<file path="src/rtl/dram_axi_arbiter.sv">
// dram_axi_arbiter: two AXI4 masters (m0 = core, m1 = Ethernet DMA) sharing one DRAM slave port.
// Read and write paths are arbitrated independently, round-robin, one burst in flight per path.
// Responses are routed by the locked grant, not by ID.
// Ports:
//   clock, reset                  system clock, asynchronous active-high reset
//   io_mN_aw_* / io_mN_w_* / io_mN_b_*   master N write address / data / response
//   io_mN_ar_* / io_mN_r_*               master N read address / data
//   io_s_*                        same channel set toward the DRAM slave, directions reversed
// AX payload layout: {id, addr, len, size[2:0], burst[1:0]}.
module dram_axi_arbiter #(
    parameter int unsigned ADDR_WIDTH = 32,
    parameter int unsigned DATA_WIDTH = 32,
    parameter int unsigned ID_WIDTH   = 8,
    parameter int unsigned LEN_WIDTH  = 8,
    localparam int unsigned XW        = ID_WIDTH + ADDR_WIDTH + LEN_WIDTH + 5,
    localparam int unsigned SW        = DATA_WIDTH / 8
) (
    input  logic                  clock,
    input  logic                  reset,
    // master 0
    input  logic                  io_m0_aw_valid,
    output logic                  io_m0_aw_ready,
    input  logic [XW-1:0]         io_m0_aw_bits,
    input  logic                  io_m0_w_valid,
    output logic                  io_m0_w_ready,
    input  logic [DATA_WIDTH-1:0] io_m0_w_data,
    input  logic [SW-1:0]         io_m0_w_strb,
    input  logic                  io_m0_w_last,
    output logic                  io_m0_b_valid,
    input  logic                  io_m0_b_ready,
    output logic [ID_WIDTH-1:0]   io_m0_b_id,
    output logic [1:0]            io_m0_b_resp,
    input  logic                  io_m0_ar_valid,
    output logic                  io_m0_ar_ready,
    input  logic [XW-1:0]         io_m0_ar_bits,
    output logic                  io_m0_r_valid,
    input  logic                  io_m0_r_ready,
    output logic [ID_WIDTH-1:0]   io_m0_r_id,
    output logic [DATA_WIDTH-1:0] io_m0_r_data,
    output logic [1:0]            io_m0_r_resp,
    output logic                  io_m0_r_last,
    // master 1
    input  logic                  io_m1_aw_valid,
    output logic                  io_m1_aw_ready,
    input  logic [XW-1:0]         io_m1_aw_bits,
    input  logic                  io_m1_w_valid,
    output logic                  io_m1_w_ready,
    input  logic [DATA_WIDTH-1:0] io_m1_w_data,
    input  logic [SW-1:0]         io_m1_w_strb,
    input  logic                  io_m1_w_last,
    output logic                  io_m1_b_valid,
    input  logic                  io_m1_b_ready,
    output logic [ID_WIDTH-1:0]   io_m1_b_id,
    output logic [1:0]            io_m1_b_resp,
    input  logic                  io_m1_ar_valid,
    output logic                  io_m1_ar_ready,
    input  logic [XW-1:0]         io_m1_ar_bits,
    output logic                  io_m1_r_valid,
    input  logic                  io_m1_r_ready,
    output logic [ID_WIDTH-1:0]   io_m1_r_id,
    output logic [DATA_WIDTH-1:0] io_m1_r_data,
    output logic [1:0]            io_m1_r_resp,
    output logic                  io_m1_r_last,
    // DRAM slave
    output logic                  io_s_aw_valid,
    input  logic                  io_s_aw_ready,
    output logic [XW-1:0]         io_s_aw_bits,
    output logic                  io_s_w_valid,
    input  logic                  io_s_w_ready,
    output logic [DATA_WIDTH-1:0] io_s_w_data,
    output logic [SW-1:0]         io_s_w_strb,
    output logic                  io_s_w_last,
    input  logic                  io_s_b_valid,
    output logic                  io_s_b_ready,
    input  logic [ID_WIDTH-1:0]   io_s_b_id,
    input  logic [1:0]            io_s_b_resp,
    output logic                  io_s_ar_valid,
    input  logic                  io_s_ar_ready,
    output logic [XW-1:0]         io_s_ar_bits,
    input  logic                  io_s_r_valid,
    output logic                  io_s_r_ready,
    input  logic [ID_WIDTH-1:0]   io_s_r_id,
    input  logic [DATA_WIDTH-1:0] io_s_r_data,
    input  logic [1:0]            io_s_r_resp,
    input  logic                  io_s_r_last
);

    localparam logic [1:0] W_IDLE = 2'd0;
    localparam logic [1:0] W_ADDR = 2'd1;
    localparam logic [1:0] W_DATA = 2'd2;
    localparam logic [1:0] W_RESP = 2'd3;

    localparam logic [1:0] R_IDLE = 2'd0;
    localparam logic [1:0] R_ADDR = 2'd1;
    localparam logic [1:0] R_DATA = 2'd2;

    logic [1:0] wstate_q, wstate_d, rstate_q, rstate_d;
    logic       wgnt_q, wgnt_d, rgnt_q, rgnt_d;     // granted master (0/1)
    logic       wlast_q, wlast_d, rlast_q, rlast_d; // last completed winner

    // Sole requester wins; on a tie the master that did not win last time wins.
    function automatic logic pick(input logic req0, input logic req1, input logic last);
        if (req0 && req1) pick = ~last;
        else              pick = req1;
    endfunction

    // State registers.
    always_ff @(posedge clock or posedge reset) begin
        if (reset) begin
            wstate_q <= W_IDLE;
            wgnt_q   <= 1'b0;
            wlast_q  <= 1'b0;
            rstate_q <= R_IDLE;
            rgnt_q   <= 1'b0;
            rlast_q  <= 1'b0;
        end else begin
            wstate_q <= wstate_d;
            wgnt_q   <= wgnt_d;
            wlast_q  <= wlast_d;
            rstate_q <= rstate_d;
            rgnt_q   <= rgnt_d;
            rlast_q  <= rlast_d;
        end
    end

    // Write path: next state and channel routing.
    always_comb begin
        wstate_d       = wstate_q;
        wgnt_d         = wgnt_q;
        wlast_d        = wlast_q;
        io_s_aw_valid  = 1'b0;
        io_s_aw_bits   = '0;
        io_m0_aw_ready = 1'b0;
        io_m1_aw_ready = 1'b0;
        io_s_w_valid   = 1'b0;
        io_s_w_data    = '0;
        io_s_w_strb    = '0;
        io_s_w_last    = 1'b0;
        io_m0_w_ready  = 1'b0;
        io_m1_w_ready  = 1'b0;
        io_m0_b_valid  = 1'b0;
        io_m0_b_id     = '0;
        io_m0_b_resp   = 2'b00;
        io_m1_b_valid  = 1'b0;
        io_m1_b_id     = '0;
        io_m1_b_resp   = 2'b00;
        io_s_b_ready   = 1'b0;
        case (wstate_q)
            W_IDLE: begin
                if (io_m0_aw_valid || io_m1_aw_valid) begin
                    wgnt_d   = pick(io_m0_aw_valid, io_m1_aw_valid, wlast_q);
                    wstate_d = W_ADDR;
                end
            end
            W_ADDR: begin
                io_s_aw_valid  = wgnt_q ? io_m1_aw_valid : io_m0_aw_valid;
                io_s_aw_bits   = wgnt_q ? io_m1_aw_bits  : io_m0_aw_bits;
                io_m0_aw_ready = !wgnt_q && io_s_aw_ready;
                io_m1_aw_ready =  wgnt_q && io_s_aw_ready;
                if ((wgnt_q ? io_m1_aw_valid : io_m0_aw_valid) && io_s_aw_ready)
                    wstate_d = W_DATA;
            end
            W_DATA: begin
                io_s_w_valid  = wgnt_q ? io_m1_w_valid : io_m0_w_valid;
                io_s_w_data   = wgnt_q ? io_m1_w_data  : io_m0_w_data;
                io_s_w_strb   = wgnt_q ? io_m1_w_strb  : io_m0_w_strb;
                io_s_w_last   = wgnt_q ? io_m1_w_last  : io_m0_w_last;
                io_m0_w_ready = !wgnt_q && io_s_w_ready;
                io_m1_w_ready =  wgnt_q && io_s_w_ready;
                if (io_s_w_valid && io_s_w_ready && io_s_w_last)
                    wstate_d = W_RESP;
            end
            W_RESP: begin
                io_m0_b_valid = !wgnt_q && io_s_b_valid;
                io_m1_b_valid =  wgnt_q && io_s_b_valid;
                if (wgnt_q) begin
                    io_m1_b_id   = io_s_b_id;
                    io_m1_b_resp = io_s_b_resp;
                end else begin
                    io_m0_b_id   = io_s_b_id;
                    io_m0_b_resp = io_s_b_resp;
                end
                io_s_b_ready = wgnt_q ? io_m1_b_ready : io_m0_b_ready;
                if (io_s_b_valid && io_s_b_ready) begin
                    wlast_d  = wgnt_q;
                    wstate_d = W_IDLE;
                end
            end
            default: wstate_d = W_IDLE;
        endcase
    end

    // Read path: next state and channel routing.
    always_comb begin
        rstate_d       = rstate_q;
        rgnt_d         = rgnt_q;
        rlast_d        = rlast_q;
        io_s_ar_valid  = 1'b0;
        io_s_ar_bits   = '0;
        io_m0_ar_ready = 1'b0;
        io_m1_ar_ready = 1'b0;
        io_m0_r_valid  = 1'b0;
        io_m0_r_id     = '0;
        io_m0_r_data   = '0;
        io_m0_r_resp   = 2'b00;
        io_m0_r_last   = 1'b0;
        io_m1_r_valid  = 1'b0;
        io_m1_r_id     = '0;
        io_m1_r_data   = '0;
        io_m1_r_resp   = 2'b00;
        io_m1_r_last   = 1'b0;
        io_s_r_ready   = 1'b0;
        case (rstate_q)
            R_IDLE: begin
                if (io_m0_ar_valid || io_m1_ar_valid) begin
                    rgnt_d   = pick(io_m0_ar_valid, io_m1_ar_valid, rlast_q);
                    rstate_d = R_ADDR;
                end
            end
            R_ADDR: begin
                io_s_ar_valid  = rgnt_q ? io_m1_ar_valid : io_m0_ar_valid;
                io_s_ar_bits   = rgnt_q ? io_m1_ar_bits  : io_m0_ar_bits;
                io_m0_ar_ready = !rgnt_q && io_s_ar_ready;
                io_m1_ar_ready =  rgnt_q && io_s_ar_ready;
                if ((rgnt_q ? io_m1_ar_valid : io_m0_ar_valid) && io_s_ar_ready)
                    rstate_d = R_DATA;
            end
            R_DATA: begin
                io_m0_r_valid = !rgnt_q && io_s_r_valid;
                io_m1_r_valid =  rgnt_q && io_s_r_valid;
                if (rgnt_q) begin
                    io_m1_r_id   = io_s_r_id;
                    io_m1_r_data = io_s_r_data;
                    io_m1_r_resp = io_s_r_resp;
                    io_m1_r_last = io_s_r_last;
                end else begin
                    io_m0_r_id   = io_s_r_id;
                    io_m0_r_data = io_s_r_data;
                    io_m0_r_resp = io_s_r_resp;
                    io_m0_r_last = io_s_r_last;
                end
                io_s_r_ready = rgnt_q ? io_m1_r_ready : io_m0_r_ready;
                if (io_s_r_valid && io_s_r_ready && io_s_r_last) begin
                    rlast_d  = rgnt_q;
                    rstate_d = R_IDLE;
                end
            end
            default: rstate_d = R_IDLE;
        endcase
    end

endmodule
</file>
<file path="config.mk">
export PLATFORM = sky130hd
export DESIGN_NAME = dram_axi_arbiter
export DESIGN_NICKNAME = d
export VERILOG_FILES = /design/src/rtl/dram_axi_arbiter.sv
export SDC_FILE = /design/constraint.sdc
export NUM_CORES = 1
export LEC_CHECK = 0
export CORE_AREA = 2 2 240 242
export DETAILED_ROUTE_END_ITERATION = 16
export DIE_AREA = 0 0 242 244
export DONT_BUFFER_PORTS = 1
export SLEW_MARGIN = 10
export SYNTH_ARGS = -nofsm -noshare
export SYNTH_HDL_FRONTEND = slang
export SYNTH_SLANG_ARGS = --single-unit
</file>
<file path="constraint.sdc">
create_clock -name clock -period 3.8 [get_ports clock]
set_input_delay 1.14 -clock clock [delete_from_list [all_inputs] [get_ports clock]]
set_output_delay 1.14 -clock clock [all_outputs]
set_load 0.02 [all_outputs]
</file>
==> metrics.md <==
| Metric | Value |
|---|---|
| Crit path capture type | primary output |
| Critical path's top delay family | flip-flops |
| Root Buffer | clkbuf_16 |
| Yosys cell types | 32 |
| Net Sw Frac | 65.4% |
| Relative max-transition margin | 41.0% |
| Sequential share of power | 8.2% |
| Top-count cell post-synth | mux2i_1 |
| CP startpoint kind | flip-flop |
| Adder-Cell Fraction of Synth Area | 1.65% |
| Core area | 56200 um^2 |
| Buffer and inverter count on the worst path | 1 |
| Syn. warnings | 0 |
| Final setup viols | 0 |
| Worst Path Arrival | 2.20 ns |
| Critical-path top delay cell | dfrtp_4 |
| Hold-fix buffers at CTS | 0 |
| Grt ovf | 0 |
| Leakage power | 2.13 nW |
| Total GRT Usage | 9.21% |
| DR pass1 iterations | 5 |
| Clock transition at path regs | 0.04 ns |
| Initial antenna violation count | 13 |
| Clock sinks | 8 |
| Effective utilization at floorplan | 6.74% |
| ANT nets after route | 0 |
| Layout cells sized above 1 | 13.3% |
| Rows | 87 |
| Area fraction in compound gates after synthesis | 2.02% |
| Count of flip-flops with a built-in enable after synthesis | 0 |
| RR Startpoint | wgnt_q$_DFFE_PP0P_ |
| Non-filler cells, final | 1295 |
| Worst-Margin Slew | 0.884 ns |
| Final worst path period share | 88.0% |
| PwrDens | 852 nW/um^2 |
| Clk_lat worst skew | 0.25 ns |
| Vias in the first global route | 3824 |
| CTS tree | built |
| Post-synth top flop | dfrtp_1 |
| Max Freq | 0.299 GHz |
| Final worst path period need | 3.34 ns |
| Worst EP required | 2.66 ns |
| Setup TNS | 0 ns |
| Post-synthesis area per instance | 7.33 um^2 |
| Layout filler cell count | 6587 |
| Initial DRC count | 182 |
| Chip height | 244 um |
| Critical path launch point | wgnt_q$_DFFE_PP0P_ |
| Largest family of logic cells by synthesized area | simple AND/OR/NAND/NOR gates |
| RD Place Congestion | 1.02 |
| DRC | 0 |
| Top post-synthesis cells by count | mux2i_1 (146), and2_1 (99), nor2b_1 (96), nor2_1 (57), clkbuf_1 (21) |
| Final Hold Vio Count | 0 |
| Via Count | 4073 |
| Post-Syn Area | 3780 um^2 |
| Post-synthesis simple-gate area fraction | 43.9% |
| Max Cap Viol | 0 |
| Vias per inst | 3.15 |
| Synth Instances | 516 |
| CTS Buffer Depth | 2 |
| Synth area leaders | mux2i_1 (39%), and2_1 (16%), nor2b_1 (16%) |
| Num ports | 620 |
| Post-CTS Setup Repair Bufs | 0 |
| Status | complete, no violations |
| Number of synthesized register bits | 8 |
| Die Width | 242 um |
| Area leader, netlist | mux2i_1 |
| Max-slew violations | 0 |
| Largest net degree at the start of global routing | 59 |
| Psw | 0.00280 W |
| Hold Crit Class | reg2reg |
| Dpl cells | 1280 |
| Syn nets | 877 |
| Post-synth ARST share | 100% |
| Worst VDD drop | 524 uV |
| CP max FO | 56 |
| Post_cts resized | 0 |
| Nets | 890 |
| Path type of the worst setup path | reg2out |
| Synth Area in XOR/XNOR | 0% |
| IO buf count | 0 |
| Clock Skew | 0.000612 ns |
| DIE AREA | 59000 um^2 |
| Int Pwr | 0.00148 W |
| RSZ-0062 raised after global routing | false |
| H-Tree Depth | 1 |
| Final HPWL DP | 27.3 mm |
| Synthesis-to-finish area growth | 32.6% |
| Max stage delay on crit path | 0.91 ns |
| Crit-path cells | buf_12 > mux2i_1 > nor2b_1 |
| Hold Path Origin | wlast_q$_DFFE_PP0P_ |
| Final hold slack | 0.526 ns |
| Post-synthesis mux area share | 39.9% |
| Seq/Total Area, Yosys | 5.29% |
| Num CTS Buffers | 3 |
| Wire length of the first global-routing pass | 35.8 mm |
| Yosys top cell area share | 38.6% |
| WL final | 29.6 mm |
| Wire per inst | 22.8 um |
| Logic pwr share | 87.2% |
| Clk pwr share | 4.5% |
## power by group through the flow
stage / Clock, W / Combinational (W) / Sequential, W
after global placement: 0 / 0.00380 / 0.000355
final: 0.000194 / 0.00373 / 0.000353
after floorplan: 0 / 0.00295 / 0.000155
after detailed placement: 0 / 0.00382 / 0.000360
after CTS: 0.000207 / 0.00383 / 0.000359
after global routing: 0.000210 / 0.00397 / 0.000378
## worst paths after layout
path	to	slack [ns]	cells after the start
max	io_s_aw_bits[32]	0.46	3
min	wlast_q$_DFFE_PP0P_	0.53	1
max reg2reg	wlast_q$_DFFE_PP0P_	1.39	5
min reg2reg	wlast_q$_DFFE_PP0P_	0.53	1
max in group asynchronous	wgnt_q$_DFFE_PP0P_	2.61	1
min in group asynchronous	rgnt_q$_DFFE_PP0P_	0.81	1
## registers in the layout (all words and copies together) (netlist names)
register	cells
rstate_q	2
wstate_q	2
rgnt_q	1
rlast_q	1
wgnt_q	1
wlast_q	1
## placed cells by master (no fill, tap or decap)
cell       netlist  routed
mux2i_1        146     146
and2_1          99      99
nor2b_1         96      96
nor2_1          57      57
buf_4           17      53
and3_1          14      14
diode_2          0      12
inv_1            7       7
nand2_1          7       7
dfrtp_1          8       6
ha_1             5       4
mux2_2           3       3
nand3_1          3       3
nand4_1          3       3
clkbuf_16        0       3
a32o_1           2       2
nor2_2           2       2
nor3_1           2       2
nand2b_1         3       2
dfrtp_4          0       2
nand2b_4         1       1
o21ai_0          1       1
o31ai_1          1       1
nor2b_2          1       1
o22ai_1          1       1
nand2b_2         0       1
nor3b_1          1       1
a21o_1           1       1
o21ai_1          1       1
o21ai_2          1       1
nand4b_1         1       1
mux2_4           1       1
a21boi_0         1       1
a311oi_1         1       1
ha_2             0       1
buf_12           0       1
## worst reg2reg max path, delay by kind of cell, from the launching register on
family / cells / cell delay, ns
and+or+nand+nor: 2 / 0.30
DFF: 1 / 0.91
buffers and inverters: 1 / 0.40
muxes: 2 / 0.70
## cell type report
type	instances	area, um^2	area share [%]
flip-flops and latches	8	208	4.14
multi-input cells	455	3320	66.1
clock buffers	3	75.1	1.50
inverters	7	26.3	0.524
well taps	756	946	18.8
diodes	12	30.0	0.598
repair buffers	54	418	8.33
## kinds of logic after synthesis
family                   Yosys count
buffers and inverters             53
AND/OR/NAND/NOR                  290
flip-flops                         8
adder cells (fa/ha/maj)            5
multiplexers                     150
AO/OA/AOI/OAI                     10
## routing by layer
layer | wire length (um) | share of wire, % | global-route usage, %
met4 | 1550 | 5.2 | 5.17
met1 | 11200 | 38 | 10.2
met5 | 0 | 0 | 0
met2 | 14400 | 49 | 15.8
met3 | 2440 | 8.3 | 2.63
## stage by stage
stage	total power, W	util (%)	worst slack, ns	area (um^2)
floorplan	0.00310	-	0.999	3780
global placement	0.00416	8.75	0.693	4910
detailed placement	0.00418	8.75	0.720	4910
CTS	0.00439	8.88	0.463	4990
global route	0.00456	8.93	0.284	5020
finish	0.00428	8.93	0.457	5020
No activity file was read; power rests on OpenSTA's default activity.
